==> config.mk <==
export PLATFORM = sky130hd
export DESIGN_NAME = count_seq_monitor
export DESIGN_NICKNAME = d
export VERILOG_FILES = /design/src/rtl/count_seq_monitor.sv
export SDC_FILE = /design/constraint.sdc
export NUM_CORES = 1
export LEC_CHECK = 0
export ABC_AREA = 1
export CAP_MARGIN = 20
export CORE_MARGIN = 2
export CORE_UTILIZATION = 50
export CTS_CLUSTER_SIZE = 20
export DETAILED_ROUTE_END_ITERATION = 8
export GPL_TIMING_DRIVEN = 0
export MAX_ROUTING_LAYER = met4
export PLACE_DENSITY = 0.81
export SETUP_SLACK_MARGIN = 0.4
export SLEW_MARGIN = 20
export SYNTH_ARGS = -nofsm -noshare
export SYNTH_HDL_FRONTEND = slang
export SYNTH_SLANG_ARGS = --single-unit
==> constraint.sdc <==
create_clock -name clk -period 1.65 [get_ports clk]
set_input_delay 0.495 -clock clk [delete_from_list [all_inputs] [get_ports clk]]
set_output_delay 0.495 -clock clk [all_outputs]
set_load 0.02 [all_outputs]
==> src/rtl/count_seq_monitor.sv <==
// Checks that a sampled count bus advances by +1 modulo 2^WIDTH, counts wraps and faults.
// Optional WRAP_CMP_EN adds a wrap_target compare with a one-cycle wrap_hit pulse.
module count_seq_monitor #(
    parameter int WIDTH      = 3,
    parameter int WRAP_CNT_W = 8,
    parameter int ERR_CNT_W  = 4
) (
    input  logic                  clk,
    input  logic                  rst,
    input  logic [WIDTH-1:0]      count_in,
    input  logic                  count_vld,
    input  logic                  err_clr,
    output logic                  locked,
    output logic                  wrap_pulse,
    output logic [WRAP_CNT_W-1:0] wrap_count,
    output logic                  seq_err,
    output logic                  seq_err_sticky,
    output logic [ERR_CNT_W-1:0]  err_count
`ifdef WRAP_CMP_EN
    ,
    input  logic [WRAP_CNT_W-1:0] wrap_target,
    output logic                  wrap_hit
`endif
);

    typedef enum logic [1:0] {
        IDLE  = 2'd0,
        LOCK  = 2'd1,
        FAULT = 2'd2
    } state_t;

    state_t                r_state;
    logic [WIDTH-1:0]      r_prev;
    logic                  r_locked;
    logic                  r_wrap_pulse;
    logic [WRAP_CNT_W-1:0] r_wrap_count;
    logic                  r_seq_err;
    logic                  r_sticky;
    logic [ERR_CNT_W-1:0]  r_err_count;
    logic                  r_wrap_hit;

    logic [WIDTH-1:0]      w_next;
    logic                  w_prev_max;
    logic                  w_in_zero;
    logic                  w_wrap;
    logic                  w_inc;
    logic                  w_restart;
    logic                  w_wc_sat;
    logic                  w_ec_sat;
    logic [WRAP_CNT_W-1:0] w_wc_next;
    logic                  w_hit;

    // Wrap is tested before +1 because MAX+1 also equals zero.
    assign w_next     = r_prev + WIDTH'(1);
    assign w_prev_max = (r_prev == '1);
    assign w_in_zero  = (count_in == '0);
    assign w_wrap     = w_prev_max && w_in_zero;
    assign w_inc      = (count_in == w_next) && !w_wrap;
    assign w_restart  = w_in_zero && !w_prev_max;
    assign w_wc_sat   = (r_wrap_count == '1);
    assign w_ec_sat   = (r_err_count == '1);
    assign w_wc_next  = r_wrap_count + WRAP_CNT_W'(1);

`ifdef WRAP_CMP_EN
    assign w_hit = !w_wc_sat && (w_wc_next == wrap_target);
`else
    assign w_hit = 1'b0;
`endif

    always_ff @(posedge clk) begin
        if (rst) begin
            r_state      <= IDLE;
            r_prev       <= '0;
            r_locked     <= 1'b0;
            r_wrap_pulse <= 1'b0;
            r_wrap_count <= '0;
            r_seq_err    <= 1'b0;
            r_sticky     <= 1'b0;
            r_err_count  <= '0;
            r_wrap_hit   <= 1'b0;
        end else begin
            r_wrap_pulse <= 1'b0;
            r_seq_err    <= 1'b0;
            r_wrap_hit   <= 1'b0;

            if (err_clr) begin
                r_sticky    <= 1'b0;
                r_err_count <= '0;
            end

            case (r_state)
                IDLE: begin
                    if (count_vld) begin
                        r_prev   <= count_in;
                        r_state  <= LOCK;
                        r_locked <= 1'b1;
                    end
                end
                LOCK: begin
                    if (count_vld) begin
                        if (w_wrap) begin
                            r_prev       <= '0;
                            r_wrap_pulse <= 1'b1;
                            r_wrap_hit   <= w_hit;
                            if (!w_wc_sat)
                                r_wrap_count <= w_wc_next;
                        end else if (w_inc || w_restart) begin
                            r_prev <= count_in;
                        end else begin
                            // A fault outranks a same-cycle clear.
                            r_seq_err <= 1'b1;
                            r_sticky  <= 1'b1;
                            r_state   <= FAULT;
                            r_locked  <= 1'b0;
                            if (err_clr)
                                r_err_count <= ERR_CNT_W'(1);
                            else if (!w_ec_sat)
                                r_err_count <= r_err_count + ERR_CNT_W'(1);
                        end
                    end
                end
                FAULT: begin
                    if (err_clr)
                        r_state <= IDLE;
                end
                default: begin
                    r_state  <= IDLE;
                    r_locked <= 1'b0;
                end
            endcase
        end
    end

    assign locked         = r_locked;
    assign wrap_pulse     = r_wrap_pulse;
    assign wrap_count     = r_wrap_count;
    assign seq_err        = r_seq_err;
    assign seq_err_sticky = r_sticky;
    assign err_count      = r_err_count;

`ifdef WRAP_CMP_EN
    assign wrap_hit = r_wrap_hit;
`else
    logic w_unused;
    assign w_unused = r_wrap_hit ^ w_hit;
`endif

endmodule

Word-level counts from Yosys, hierarchy flattened
Cells that the tools add are included.
- register bits after elaboration: 21
- input port bits: 7
- output and inout bits: 16
- logic and storage cells: 72
- $add $sub $neg: 3
- equality and inequality tests: 12
- muxes and demuxes: 30
- bitwise gates (word level): 4
- reductions and logical operators: 15
- operator list (operator ; count):
    2-to-1 mux 4 bit ; 7
    2-to-1 mux 3 bit ; 4
    2-to-1 mux 1 bit ; 11
    2-to-1 mux 2 bit ; 5
    inequality test 2 bit, second input constant ; 5
    AND reduction 5 bit ; 2
    adder 8 x 1 -> 8 bit, second input constant ; 1
    equality test 8 bit, second input constant ; 1
    AND reduction 4 bit ; 2
    case mux 2 bit (3 select lines) ; 1
    case mux 3 bit (2 select lines) ; 1
    adder 4 x 1 -> 4 bit, second input constant ; 1
    equality test 4 bit, second input constant ; 1
    inverter 1 bit ; 4
    OR reduction 4 bit ; 1
    adder 3 x 1 -> 3 bit, second input constant ; 1
    equality test 3 bit ; 1
    equality test 3 bit, second input constant ; 1
    logical AND 1 bit ; 3
    zero test 3 bit ; 1
    inequality test 3 bit, second input constant ; 1
    case mux 1 bit (3 select lines) ; 1
    OR reduction 3 bit ; 1
    equality test 2 x 1 -> 1 bit, second input constant ; 1
    5 further kinds ; 6

Depth between registers and ports, before layout
- depth after elaboration: 9
- mapped depth: 11
- depth with buffers taken out: 11

Least setup slack after synthesis
No wires, ideal clock.
- path kind: register to register
- start: register r_wrap_count[0], in the netlist wrap_count[0]
- end: register r_wrap_count[0], in the netlist wrap_count[0]
- library setup time: 0.134 ns
- arrival time: 1.368 ns
- data required time: 1.516 ns
- slack: 0.149 ns
- stages on the path, launching flop included: 9
- path buffers: 0
- clock period less this slack: 1.501 ns
- cell sequence: dfxtp_1 > ha_1 > nand3_1 > nor2_2 > nand2_1 > nand3_4 > clkinv_4 > o21ai_1 > a21oi_1
- cells in the longest elaborated chain, start to end: 3
- elaborated cells on any way between the ends: 4
- classes of those cells: add/sub: 1; eq/ne: 1; bitwise: 1; reduce/logical: 1
- ends and longest elaborated chain (element ; line ; RTL):
    start: declaration ; 36 ; logic [WRAP_CNT_W-1:0] r_wrap_count;
    start signal: assignment ; 106 ; r_wrap_count <= w_wc_next;
    parallel branches: the longest is 3 deep, another holds adder 8 x 1 -> 8 bit ; n/a ;
Several ways; the timed one is not identified.
A chain may end at the register's enable or synchronous reset.

Final worst setup path
- start: register r_prev[0]
- end: register r_err_count[1], in the netlist err_count[1]
- cells in the longest elaborated chain, start to end: 9
- elaborated cells on any way between the ends: 13
- classes of those cells: add/sub: 1; eq/ne: 2; mux: 4; reduce/logical: 6
- ends and longest elaborated chain (element ; line ; RTL):
    start: declaration ; 33 ; logic [WIDTH-1:0] r_prev;
    start signal: assignment ; 94 ; r_prev <= count_in;
    start signal: assignment ; 108 ; r_prev <= count_in;
    parallel branches: the longest is 6 deep, another holds adder 3 x 1 -> 3 bit ; n/a ;
    2-to-1 mux 4 bit (*) ; 101 ; if (w_wrap) begin
    2-to-1 mux 4 bit (*) ; 100 ; if (count_vld) begin
    2-to-1 mux 4 bit (*) ; 91 ; case (r_state)
    end signal: assignment ; 118 ; r_err_count <= r_err_count + ERR_CNT_W'(1);
    end: declaration ; 39 ; logic [ERR_CNT_W-1:0] r_err_count;
Every way passes the cells marked *.

==> metrics.md <==
| Metric | Value |
|---|---|
| Longest Clk Path Bufs | `2` |
| Most common cell on crit path | `ha_4` |
| DR vias/cell | `5.63` |
| Final setup fails | `0` |
| Crit end category | `flip-flop` |
| Worst-path cell chain | `ha_4 > ha_4 > xnor2_2 > nand2_2 > nand3_2 > o21ai_1 > inv_1 > nor2_1` |
| Die outline width | `52.4 um` |
| Clock Latency Late Sink | `330 ps` |
| Die H | `52.4 um` |
| Achievable Freq | `646 MHz` |
| Status | `complete, no violations` |
| Maximum number of pins on one net before global-route repair | `12` |
| Lkg Pwr | `0.822 nW` |
| WP buf/inv | `1` |
| Overflow after GRT | `0` |
| Clock power frac | `27.2%` |
| Routed via count | `1390` |
| Antenna violations before repair | `0` |
| Biggest area consumer among synthesized cells | `dfxtp_1` |
| # nets final | `231` |
| Crit path max fanout | `4` |
| Syn_nets | `180` |
| 1st-pass router iterations | `4` |
| Ys flop type | `dfxtp_1` |
| Synth top area cells | `dfxtp_1 36%, nand2_1 15%, inv_1 6.1%` |
| Hold WC Path Type | `reg2reg` |
| Synth Register Bits | `21` |
| Gr usage total | `27.9%` |
| Slowest cell on crit path | `dfxtp_4` |
| Crit start category | `flip-flop` |
| DP Worst Slack | `-451 ps` |
| Hold path depth | `2` |
| Worst-path clk slew | `140 ps` |
| Switching Fraction | `32.7%` |
| Reg2Reg Depth | `8` |
| Synth top cells by count | `46 x nand2_1, 21 x dfxtp_1, 19 x inv_1` |
| Highest cell delay on the worst timing path | `370 ps` |
| Initial DRC Count | `74` |
| WP data arrival | `1820 ps` |
| Die area | `2750 um2` |
| Clock sink count | `21` |
| Top-area cell type share of the netlist area | `35.9%` |
| Hold Violations, Final | `0` |
| Setup CP Type | `reg2reg` |
| Reg2reg end | `err_count[1]$_SDFF_PP0_` |
| Avg Cell Area, Syn | `6.93 um2` |
| Final wirelength | `4050 um` |
| Final Critical Period | `1550 ps` |
| Pint | `0.695 mW` |
| CP delay by family, top | `adder cells` |
| Max Cap Viol | `0` |
| Final Worst Setup Slack | `101 ps` |
| Unrepaired setup endpoints after global routing | `yes` |
| Synth Instances | `169` |
| Net Sw Power | `0.337 mW` |
| Placed insts | `219` |
| Wire length per cell | `16.4 um` |
| Global-route wire length before repair | `5480 um` |
| Synth Cell Area | `1170 um2` |
| Antenna Cells | `0` |
| EDFF count, synth | `0` |
| Async SR Flop Fraction | `0%` |
| PortBufs | `22` |
| CP Launch Point | `r_prev[0]$_SDFFE_PP0P_` |
| Clock skew | `5.97 ps` |
| CTS Hold Bufs | `0` |
| CTS Buf Count | `3` |
| Routability congestion estimate | `0.865` |
| Gate power share | `21.7%` |
| CTS tree | `yes` |
| Vias in the first global route | `1198` |
| Worst VDD drop | `0.615 mV` |
| Area Overhead vs Synth | `63.5%` |
| Share of layout cells above drive strength 1 | `55.3%` |
| Worst setup endpoint | `err_count[1]$_SDFF_PP0_` |
| Slew margin rel. | `74.9%` |
| WP depth | `8` |
| Fillers | `114` |
| Worst r2r src | `r_prev[0]$_SDFFE_PP0P_` |
| Non-Filler Instances | `247` |
| Synth Warn # | `0` |
| Post-synth cell types | `26` |
| Most frequent cell after synthesis | `nand2_1` |
| Post-synthesis sequential area ratio | `35.9%` |
| Initial core utilization | `52.9%` |
| Slew Limit Fails | `0` |
| Row cnt | `17` |
| Dpl hpwl | `2090 um` |
| Tcrit/Tclk final | `93.9%` |
| I/O pin cnt | `23` |
| R2r setup slk | `100 ps` |
| Worst slew pin tran | `375 ps` |
| Root buffer cell | `clkbuf_4` |
| Reg power frac | `51.1%` |
| Design Power | `1.03 mW` |
| Remaining antenna violation count | `0` |
| Pwr dens | `539 nW/um2` |
| Worst EP required | `1920 ps` |
| Hold slack | `487 ps` |
| Core area | `2210 um2` |
| DRC viols | `0` |
| CTS H-Tree Depth | `1` |
metrics by stage:
step / util, % / setup TNS (ps) / cell area, um2
2_1_floorplan: - / 0 / 1250
3_3_place_gp: 68.2 / -6140 / 1510
3_5_place_dp: 68.2 / -7070 / 1510
4_1_cts: 79.1 / 0 / 1750
5_1_grt: 86.5 / 0 / 1910
6_report: 86.5 / 0 / 1910
per-layer routing:
layer | track usage, % | part of all wire [%] | vias to the layer above
li1 | - | - | 649
met1 | 33.0 | 38 | 640
met2 | 47.3 | 51 | 81
met3 | 5.71 | 7.5 | 20
met4 | 8.97 | 3.3 | 0
met5 | - | 0 | -
state kept, by name, summed over array words and instances, names as in the netlist:
register        count
err_count           4
wrap_pulse          1
seq_err             1
r_state             2
seq_err_sticky      1
wrap_count          8
locked              1
r_prev              3
worst min-delay path by stage:
stage                                 startpoint                      to
after floorplan           r_prev[0]$_SDFFE_PP0P_  r_prev[0]$_SDFFE_PP0P_
after global placement       locked$_SDFFE_PP0P_     locked$_SDFFE_PP0P_
after detailed placement     locked$_SDFFE_PP0P_     locked$_SDFFE_PP0P_
after CTS                    locked$_SDFFE_PP0P_     locked$_SDFFE_PP0P_
after global routing         locked$_SDFFE_PP0P_     locked$_SDFFE_PP0P_
final                        locked$_SDFFE_PP0P_     locked$_SDFFE_PP0P_
logic make-up after synthesis:
| family | Yosys count | share of synthesized area (%) |
|---|---|---|
| DFF | 21 | 35.9 |
| AOI/OAI and AO/OA | 27 | 12.4 |
| xor gates and xnor gates | 4 | 2.99 |
| buffers and inverters | 25 | 8.65 |
| and+or+nand+nor | 88 | 35.8 |
| adders and majority gates | 4 | 4.27 |
power groups by stage:
| stage | Combinational, mW | Sequential (mW) | Clock (mW) |
|---|---|---|---|
| 2_1_floorplan | 0.103 | 0.553 | 0 |
| 3_3_place_gp | 0.162 | 0.546 | 0 |
| 3_5_place_dp | 0.167 | 0.547 | 0 |
| 4_1_cts | 0.189 | 0.529 | 0.260 |
| 5_1_grt | 0.241 | 0.529 | 0.293 |
| 6_report | 0.224 | 0.527 | 0.281 |
worst register-to-register path, delay by kind of cell (launching register included):
family,cells,cell delay (ps)
AO/OA/AOI/OAI,1,160
flip-flops,1,370
AND/OR/NAND/NOR,3,370
adder cells (fa/ha/maj),2,400
XOR/XNOR,1,130
buffers and inverters,1,60
placed cells by master (no fill, tap or decap), drive strengths merged, types with 2 or more instances in the layout:
cell           netlist  final
a21oi               14     14
nand2               47     47
o21ai               12     12
clkinv               2      3
clkdlybuf4s50        0      2
dfxtp               21     21
dlygate4sd2          0      2
nor2                19     19
ha                   4      4
inv                 22     22
nand3               17     17
buf                  0     39
nand4                3      3
xnor2                4      4
clkbuf               1      7
final cells by class:
cell class	instances	area, um2	area share [%]
Inverter	24	106	5.56
Buffer	1	5.00	0.261
Sequential cell	21	469	24.5
Multi-Input combinational cell	123	848	44.3
Tap cell	28	35.0	1.83
Timing Repair inverter	1	8.76	0.458
Timing Repair Buffer	45	415	21.7
Clock buffer	4	26.3	1.37
repair_timing:
item / 4_1_cts / 5_1_grt
setup endpoints to repair: 37 / 37
gates cloned: 1 / 0
pin swaps: 8 / 13
resized for setup: 138 / 38
buffers inserted: 14 / 9
No activity file was read; power rests on OpenSTA's default activity.
